--- src/rtl/iq_ctrl_pkg.sv ---
// Shared types for the hop scheduler: FSM encoding and datapath width helpers.
package iq_ctrl_pkg;

    typedef enum logic [1:0] {
        ST_IDLE   = 2'd0,
        ST_LOAD   = 2'd1,
        ST_SETTLE = 2'd2,
        ST_DWELL  = 2'd3
    } hop_state_t;

    localparam int ACCUMULATOR_WIDTH_DEF = 32;
    localparam int INCR_WIDTH_DEF        = ACCUMULATOR_WIDTH_DEF - 1;
    localparam int DWELL_WIDTH_DEF       = 16;

    // The DDS increment is one bit narrower than its accumulator.
    function automatic int incr_width(input int acc_width);
        return acc_width - 1;
    endfunction

endpackage

--- src/rtl/hop_table.sv ---
// Hop table: DEPTH entries of (increment, dwell); synchronous write, combinational read.
// Latency: read is 0 cycles; a write lands on the next edge, so a same-cycle read sees the old value.
// Backpressure: none; writes are always accepted.
module hop_table #(
    parameter int DEPTH_LOG2 = 3,
    parameter int INCR_W     = 31,
    parameter int DWELL_W    = 16
) (
    input  logic                  clk,
    input  logic                  wr_en,
    input  logic [DEPTH_LOG2-1:0] wr_addr,
    input  logic [INCR_W-1:0]     wr_incr,
    input  logic [DWELL_W-1:0]    wr_dwell,
    input  logic [DEPTH_LOG2-1:0] rd_addr,
    output logic [INCR_W-1:0]     rd_incr,
    output logic [DWELL_W-1:0]    rd_dwell
);

    logic [INCR_W-1:0]  incr_mem  [2**DEPTH_LOG2];
    logic [DWELL_W-1:0] dwell_mem [2**DEPTH_LOG2];

    always_ff @(posedge clk) begin
        if (wr_en) begin
            incr_mem[wr_addr]  <= wr_incr;
            dwell_mem[wr_addr] <= wr_dwell;
        end
    end

    assign rd_incr  = incr_mem[rd_addr];
    assign rd_dwell = dwell_mem[rd_addr];

endmodule

--- src/rtl/iq_hop_sched.sv ---
// Frequency-hop scheduler: steps a table of DDS increments, blanking SETTLE samples after each hop.
// Latency: start -> LOAD next edge -> new increment visible one edge later (o_hop marks it).
// Backpressure: none; progress is paced only by i_ce, i_stop aborts from any state.
module iq_hop_sched
    import iq_ctrl_pkg::*;
#(
    parameter int ACCUMULATOR_WIDTH = ACCUMULATOR_WIDTH_DEF,
    parameter int DEPTH_LOG2        = 3,
    parameter int DWELL_WIDTH       = DWELL_WIDTH_DEF,
    parameter int SETTLE            = 4
) (
    input  logic                         i_clk,
    input  logic                         i_reset_n,
    input  logic                         i_ce,
    input  logic                         i_wr_en,
    input  logic [DEPTH_LOG2-1:0]        i_wr_addr,
    input  logic [ACCUMULATOR_WIDTH-2:0] i_wr_incr,
    input  logic [DWELL_WIDTH-1:0]       i_wr_dwell,
    input  logic [DEPTH_LOG2-1:0]        i_last_idx,
    input  logic                         i_loop,
    input  logic                         i_start,
    input  logic                         i_stop,
    output logic [ACCUMULATOR_WIDTH-2:0] o_increment,
    output logic                         o_valid,
    output logic                         o_busy,
    output logic [DEPTH_LOG2-1:0]        o_index,
    output logic                         o_hop,
    output logic                         o_done
);

    localparam int IW = incr_width(ACCUMULATOR_WIDTH);
    localparam int SW = (SETTLE > 0) ? $clog2(SETTLE + 1) : 1;

    hop_state_t             state;
    logic [DWELL_WIDTH-1:0] dwell_cnt;
    logic [SW-1:0]          settle_cnt;
    logic [IW-1:0]          rd_incr;
    logic [DWELL_WIDTH-1:0] rd_dwell;

    hop_table #(
        .DEPTH_LOG2 (DEPTH_LOG2),
        .INCR_W     (IW),
        .DWELL_W    (DWELL_WIDTH)
    ) u_table (
        .clk      (i_clk),
        .wr_en    (i_wr_en),
        .wr_addr  (i_wr_addr),
        .wr_incr  (i_wr_incr),
        .wr_dwell (i_wr_dwell),
        .rd_addr  (o_index),
        .rd_incr  (rd_incr),
        .rd_dwell (rd_dwell)
    );

    always_ff @(posedge i_clk or negedge i_reset_n) begin
        if (!i_reset_n) begin
            state       <= ST_IDLE;
            o_increment <= '0;
            o_index     <= '0;
            o_hop       <= 1'b0;
            o_done      <= 1'b0;
            dwell_cnt   <= '0;
            settle_cnt  <= '0;
        end else begin
            o_hop  <= 1'b0;
            o_done <= 1'b0;
            if (i_stop) begin
                state <= ST_IDLE;
            end else begin
                case (state)
                    ST_IDLE: begin
                        if (i_start) begin
                            o_index <= '0;
                            state   <= ST_LOAD;
                        end
                    end
                    ST_LOAD: begin
                        o_increment <= rd_incr;
                        // A zero dwell would otherwise underflow; it still yields one sample.
                        dwell_cnt   <= (rd_dwell == '0) ? DWELL_WIDTH'(1) : rd_dwell;
                        settle_cnt  <= SW'(SETTLE);
                        o_hop       <= 1'b1;
                        state       <= (SETTLE > 0) ? ST_SETTLE : ST_DWELL;
                    end
                    ST_SETTLE: begin
                        if (i_ce) begin
                            if (settle_cnt == SW'(1)) state <= ST_DWELL;
                            else                      settle_cnt <= settle_cnt - SW'(1);
                        end
                    end
                    ST_DWELL: begin
                        if (i_ce) begin
                            if (dwell_cnt == DWELL_WIDTH'(1)) begin
                                if (o_index != i_last_idx) begin
                                    o_index <= o_index + DEPTH_LOG2'(1);
                                    state   <= ST_LOAD;
                                end else if (i_loop) begin
                                    o_index <= '0;
                                    state   <= ST_LOAD;
                                end else begin
                                    o_done  <= 1'b1;
                                    state   <= ST_IDLE;
                                end
                            end else begin
                                dwell_cnt <= dwell_cnt - DWELL_WIDTH'(1);
                            end
                        end
                    end
                    default: state <= ST_IDLE;
                endcase
            end
        end
    end

    assign o_busy  = (state != ST_IDLE);
    assign o_valid = (state == ST_DWELL) && i_ce;

endmodule

--- config.mk ---
export PLATFORM = sky130hd
export DESIGN_NAME = iq_hop_sched
export DESIGN_NICKNAME = d
export VERILOG_FILES = /design/src/rtl/iq_ctrl_pkg.sv /design/src/rtl/hop_table.sv /design/src/rtl/iq_hop_sched.sv
export SDC_FILE = /design/constraint.sdc
export NUM_CORES = 1
export LEC_CHECK = 0
export CORE_MARGIN = 2
export CORE_UTILIZATION = 35
export CTS_CLUSTER_SIZE = 28
export DETAILED_ROUTE_END_ITERATION = 8
export PLACE_DENSITY = 0.62
export SLEW_MARGIN = 20
export SYNTH_ARGS = -nofsm -noshare
export SYNTH_HDL_FRONTEND = slang
export SYNTH_SLANG_ARGS = --single-unit
--- constraint.sdc ---
create_clock -name i_clk -period 2.5 [get_ports i_clk]
set_input_delay 0.5 -clock i_clk [delete_from_list [all_inputs] [get_ports i_clk]]
set_output_delay 0.5 -clock i_clk [all_outputs]
set_load 0.1 [all_outputs]
==> results.sh <==
export IMPL_n_fill_cell=4210
export IMPL_p_leak_nw=6.64
export IMPL_numCtsBuffers=44
export IMPL_portBuffers=97
export IMPL_r2r_start="dwell_cnt[1]"
export IMPL_die_area_sq_um=49900
export IMPL_instances_no_fill=1724
export IMPL_critical_path_startpoint="dwell_cnt[1]"
export IMPL_hold_viol=0
export IMPL_fmax_mhz=423
export IMPL_cts_sinks=433
export IMPL_tritoncts="built"
export IMPL_ys_flop_type="edfxtp_1"
export IMPL_netlist_area_sq_um=16800
export IMPL_worstSetupEndpointType="register"
export IMPL_final_setup_skew_ps=16.9
export IMPL_drv_slew=0
export IMPL_r2r_setup_slack_ps=130
export IMPL_viasPerCell=5.14
export IMPL_rr_endpoint="state[0]"
export IMPL_seq_area_sq_um=12700
export IMPL_rsz0062_at_grt="no"
export IMPL_postCtsSetupBuffers=0
export IMPL_path_clk_slew_ps=60
export IMPL_antenna_found_initial=7
export IMPL_grt_pass1_vias=9077
export IMPL_grt_ovfl_total=0
export IMPL_cp_max_fo=3
export IMPL_cts_root_buf="clkbuf_16"
export IMPL_seqPwrFrac_pct=44.5
export IMPL_synth_area_leader_cell="edfxtp_1"
export IMPL_maxCapViolCount=0
export IMPL_slew_headroom_pct=60.1
export IMPL_synthArstFlopShare_pct=13.2
export IMPL_internal_power_mw=13.7
export IMPL_ys_ff_latch=433
export IMPL_antenna_left=0
export IMPL_synth_most_common_cell="edfxtp_1"
export IMPL_synth_cells=923
export IMPL_place_gp_congestion=0.763
export IMPL_core_sq_um=47600
export IMPL_cp_required_ps=2940
export IMPL_critPathCapture="state[0]"
export IMPL_dr_pass1_iters=6
export IMPL_insertion_delay_ps=560
export IMPL_min_period_ps=2370
export IMPL_drc=0
export IMPL_syn_to_final_growth_pct=21.3
export IMPL_synth_top_area_share_pct=67.0
export IMPL_start_util_pct=35.4
export IMPL_synth_edff_count=376
export IMPL_layout_drive_gt1_share_pct=22.3
export IMPL_status="finished, final reports clean"
export IMPL_fin_area_sq_um=20400
export IMPL_nets=1142
export IMPL_vias=8863
export IMPL_ir_worst_vdd_v=0.000675
export IMPL_synth_cell_types=47
export IMPL_drt_iter0_drc=684
export IMPL_die_y_um=223
export IMPL_multi_input_area_sq_um=3940
export IMPL_htreeDepth=2
export IMPL_power_density_nw_per_um2=991
export IMPL_period_share_pct=94.7
export IMPL_row_count=80
export IMPL_synth_area_leaders="edfxtp_1, mux4_2, dfrtp_1"
export IMPL_io_pins=98
export IMPL_reg2regPathDepth=9
export IMPL_synth_common_cells="edfxtp_1, nand2_1, mux4_2"
export IMPL_die_w_um=223
export IMPL_p_sw_mw=6.51
export IMPL_crit_path_start_kind="register"
export IMPL_synth_warnings=0
export IMPL_setup_tns_ps=0
export IMPL_track_usage_pct=14.8
export IMPL_avgSynthCellArea_sq_um=18.2
export IMPL_detail_route_wl_per_cell_um=21.2
export IMPL_fin_hold_ws_ps=471
export IMPL_tightest_slew_ps=599
export IMPL_hold_path_class="in -> async"
export IMPL_crit_arrival_ps=2810
export IMPL_dpl_cell_count=1640
export IMPL_clockBufferDepth=3
export IMPL_grt_pass1_wl_um=55300
export IMPL_power_frac_clock_pct=31.1
export IMPL_swShare_pct=32.2
export IMPL_grt_max_degree=63
export IMPL_dpl_cell_area_sq_um=19000
export IMPL_critPathKind="reg -> reg"
export IMPL_p_total_mw=20.2
export IMPL_wl_um=36500
export IMPL_setup_viol=0
export IMPL_ys_seq_area_share_pct=75.5
export IMPL_share_comb_of_total_power_pct=24.5
export IMPL_syn_nets=993
export IMPL_dp_final_hpwl_um=21000
==> state kept, by name, indices dropped and copies added, names as in the netlist <==
signal and cells:
dwell_cnt 16, o_done 1, o_hop 1, o_increment 31, o_index 3, settle_cnt 3
state 2, u_table.dwell_mem 128, u_table.incr_mem 248
==> layer usage <==
metal	vias up	part of all wire (%)	GRT usage [%]
met5	-	0.19	0
met3	51	5.1	3.61
li1	3975	-	-
met2	203	48	23.7
met1	4624	45	20.4
met4	10	1.4	3.57
==> final cells by class <==
type	instances	area share, %
multi-input combinational	432	19.3
inverter	12	0.220
tap	615	3.77
timing repair buffer	149	7.56
clock inverter	14	0.521
clock buffer	68	6.33
sequential	433	62.3
antenna	1	0.0122
==> worst max-delay path, stage by stage, from the launching register on <==
cell and delay (ps):
dfrtp_1 370, inv_1 100, ha_1 160, nor4b_1 240, nand4_1 230, o21ai_0 270
o21ai_0 140, a21oi_1 290, o21ai_0 140, a221oi_1 310
==> placed cells by master, fill, tap and decap left out, drive strengths merged, types with 32 or more instances in the layout <==
master / count
edfxtp: 376
buf: 90
nand2: 84
mux4: 79
clkbuf: 68
clkdlybuf4s50: 58
dfrtp: 57
nor2: 48
mux2i: 34
a31oi: 32
==> logic make-up after synthesis <==
family / after synthesis / share of synthesized area (%)
AO/OA/AOI/OAI: 116 / 4.21
XOR/XNOR: 3 / 0.156
adder cells (fa/ha/maj): 10 / 0.743
buffers and inverters: 58 / 1.63
flip-flops: 433 / 75.5
multiplexers: 114 / 12.7
AND/OR/NAND/NOR: 189 / 5.07
==> power by group through the flow <==
| stage | clock, mW | combinational (mW) | sequential (mW) |
|---|---|---|---|
| 2_1_floorplan | 0 | 1.91 | 10.8 |
| 3_3_place_gp | 0 | 4.92 | 9.12 |
| 3_5_place_dp | 0 | 4.98 | 9.13 |
| 4_1_cts | 6.43 | 5.00 | 8.99 |
| 5_1_grt | 6.73 | 5.25 | 9.07 |
| 6_report | 6.29 | 4.95 | 9.00 |
==> how the worst min path moves through the flow <==
stage / end / slack, ps / cells after the start
finish: dwell_cnt[5] / 470 / 2
global route: dwell_cnt[8] / 520 / 2
CTS: dwell_cnt[1] / 480 / 2
detailed placement: settle_cnt[0] / 500 / 1
global placement: settle_cnt[0] / 490 / 1
floorplan: dwell_cnt[0] / 200 / 0
==> what timing repair did <==
item / in CTS / in global routing
hold endpoints to repair: 31 / 0
hold buffers: 1 / 0
setup endpoints to repair: 0 / 3
resized for setup: 0 / 4
==> through the flow <==
step           setup slack, ps  utilization (%)
4_1_cts                   78.4             42.8
5_1_grt                   3.36             42.9
3_3_place_gp              76.7             39.9
2_1_floorplan             -639                -
6_report                   133             42.9
3_5_place_dp              96.8             39.9
Note: power is estimated with default switching activity, not from simulation.
==> RTL edit, RTL diff (config.mk and constraints unchanged) <==
`DEPTH_LOG2` is set to 3 in 2 places; all go to 4.
--- a/src/rtl/hop_table.sv
+++ b/src/rtl/hop_table.sv
@@ -4,3 +4,3 @@
 module hop_table #(
-    parameter int DEPTH_LOG2 = 3,
+    parameter int DEPTH_LOG2 = 4,
     parameter int INCR_W     = 31,
--- a/src/rtl/iq_hop_sched.sv
+++ b/src/rtl/iq_hop_sched.sv
@@ -7,3 +7,3 @@
     parameter int ACCUMULATOR_WIDTH = ACCUMULATOR_WIDTH_DEF,
-    parameter int DEPTH_LOG2        = 3,
+    parameter int DEPTH_LOG2        = 4,
     parameter int DWELL_WIDTH       = DWELL_WIDTH_DEF,
Interface: changed (resized i_last_idx, i_wr_addr and o_index); port bits go from 98 to 101. No check against the original RTL was run, so the function may have changed too.
==> RTL edit against the original RTL <==
- clock skew rose by 0.0010 ns
- clock power rose by 99%
- synthesized area rose by 88%
- wire length rose by 110%
- power rose by 72%
- final area rose by 85%
- sequential cell count rose by 377
- worst setup slack got worse by 0.017 ns
- fmax fell by 0.72%
- largest cell class unchanged
- highest routed layer unchanged
==> RTL edit: results (changes against the original RTL) <==
- Result of the run: finished, final reports clean
- FFs w/ async S/R, synth: 0.0716 (-0.0600)
- Proportion of layout cells with a drive suffix above 1: 0.210 (-0.0128)
- Count of different cell masters after synthesis: 60 (+28%)
- H-tree lvl count: 3 (+1)
- Top cells by area in the synthesized netlist: sky130_fd_sc_hd__edfxtp_1 71%, sky130_fd_sc_hd__mux4_2 7.0%, sky130_fd_sc_hd__mux2i_1 5.8%, sky130_fd_sc_hd__dfrtp_1 4.6%, sky130_fd_sc_hd__o221ai_1 1.7%
- Worst reg2reg endpoint: dwell_cnt[14]
- Wire length of the first global-routing pass: 112 mm (+100%)
- HPWL after detailed placement: 42.9 mm (+100%)
- Highest fanout seen on the critical path: 4 (+1)
- Clk_skew: 0.0179 ns (+0.00102 ns)
- Number of enable flip-flop cells after synthesis: 752 (+100%)
- Post-synthesis sequential area ratio: 0.759 (+0.00447)
- Signal arrival time at the worst endpoint: 2.92 ns (+0.11 ns)
- Clock insertion delay at the later pin of the skew report: 0.64 ns (+0.08 ns)
- Vias in the first global route: 17.0k (+87%)
- Max rail drop VDD: 508 µV (-25%)
- Global-route met3 utilization: 0.0271 (-0.00897)
- Leading registers by flop count: u_table.incr_mem x496, u_table.dwell_mem x256, o_increment x31
- Reg2Reg Depth: 8 (-1)
- PortBufs: 100 (+3.1%)
- Maximum number of pins on one net before global-route repair: 68 (+7.9%)
- Placer Congestion: 0.809 (+6.0%)
- Final wirelength: 75.0 mm (+110%)
- Commonest cells post-synth: 752 x sky130_fd_sc_hd__edfxtp_1, 183 x sky130_fd_sc_hd__mux2i_1, 98 x sky130_fd_sc_hd__mux4_2
- Met1 demand-to-capacity share in global routing: 0.219 (+0.0148)
- First-pass DRT Iterations: 7 (+1)
- Net count reported at finish: 1917 (+68%)
- Filler cells: 7770 (+85%)
- Met2 GRT Util: 0.266 (+0.0296)
- Inserted Clock Buffers: 85 (+93%)
- Initial antenna violation count: 8 (+1)
- Overall via count from detail_route: 16.7k (+88%)
- Iteration-0 DRC Markers: 1387 (+100%)
- Flop2flop setup slack: 0.12 ns (-0.02 ns)
- Leakage Power: 11.7 nW (+76%)
- Worst setup path start: dwell_cnt[0]
- Max-Slew Margin vs Limit: 0.550 (-0.0504)
- Post-synth net total: 1726 (+74%)
[RTL edit: what timing repair did]
item	CTS	global route
pin swaps	0	2
endpoints found under the setup margin	1	10
hold buffers	1	0
resized for setup	1	7
buffers inserted	0	2
endpoints found under the hold margin	27	0
[RTL edit: final cells by class]
type | instances | area, µm² | area share
multi-input combinational | 740 | 7240 | 0.192
clock inverter | 46 | 477 | 0.0126
sequential | 810 | 24000 | 0.636
timing repair buffer | 196 | 2150 | 0.0570
clock buffer | 114 | 2350 | 0.0622
inverter | 12 | 48.8 | 0.00129
tap | 1176 | 1470 | 0.0389
antenna | 1 | 2.50 | 0.0000662
[RTL edit: kinds of logic (layout without fill, tap and decap cells)]
family | Yosys count | count (layout) | synth area share
other | 0 | 1 | 0
AO/OA/AOI/OAI | 282 | 282 | 0.0652
flip-flops | 810 | 810 | 0.759
AND/OR/NAND/NOR | 161 | 161 | 0.0248
XOR/XNOR | 4 | 4 | 0.00111
buffers and inverters | 104 | 368 | 0.0172
adder cells (fa/ha/maj) | 10 | 10 | 0.00395
multiplexers | 283 | 283 | 0.128
[RTL edit: metrics by stage]
step | instance area [µm²] | hold WS, ns | setup slack [ns] | cells
finish | 37800 | 0.390 | 0.116 | 3095
global placement | 34900 | 0.469 | -0.0388 | 2931
detailed placement | 34900 | 0.474 | -0.0354 | 2931
floorplan | 31700 | 0.204 | -0.661 | 1654
global route | 37800 | 0.410 | -0.0157 | 3095
CTS | 37700 | 0.385 | 0.00238 | 3092
[RTL edit: layer usage]
metal	routed length (µm)	share of wire
met3	4150	0.055
met5	84	0.0011
met4	1290	0.017
met1	32600	0.43
met2	36900	0.49
[RTL edit: how the worst min path moves through the flow]
stage                    startpoint              end  cells past startpoint
floorplan                 i_reset_n     dwell_cnt[0]                      0
global placement      settle_cnt[2]    settle_cnt[2]                      1
detailed placement  o_increment[17]  o_increment[17]                      2
CTS                       i_reset_n    settle_cnt[1]                      2
global route              i_reset_n    settle_cnt[0]                      2
finish                    i_reset_n    settle_cnt[1]                      2
[RTL edit: worst max-delay path: stages (launching register included)]
cell and delay (ns):
sky130_fd_sc_hd__dfrtp_1 0.38, sky130_fd_sc_hd__inv_1 0.10, sky130_fd_sc_hd__ha_2 0.21, sky130_fd_sc_hd__or4b_4 0.48
sky130_fd_sc_hd__or4_4 0.47, sky130_fd_sc_hd__nor2_4 0.13, sky130_fd_sc_hd__a21oi_1 0.08, sky130_fd_sc_hd__a31o_1 0.20
sky130_fd_sc_hd__a211oi_2 0.23
[RTL edit: where the power goes]
group          internal (mW)  total, mW  switching [mW]  leakage, nW
combinational           2.09       6.25            4.16         2.82
sequential              15.5       16.0           0.525         7.51
clock                   7.37       12.5            5.15         1.36
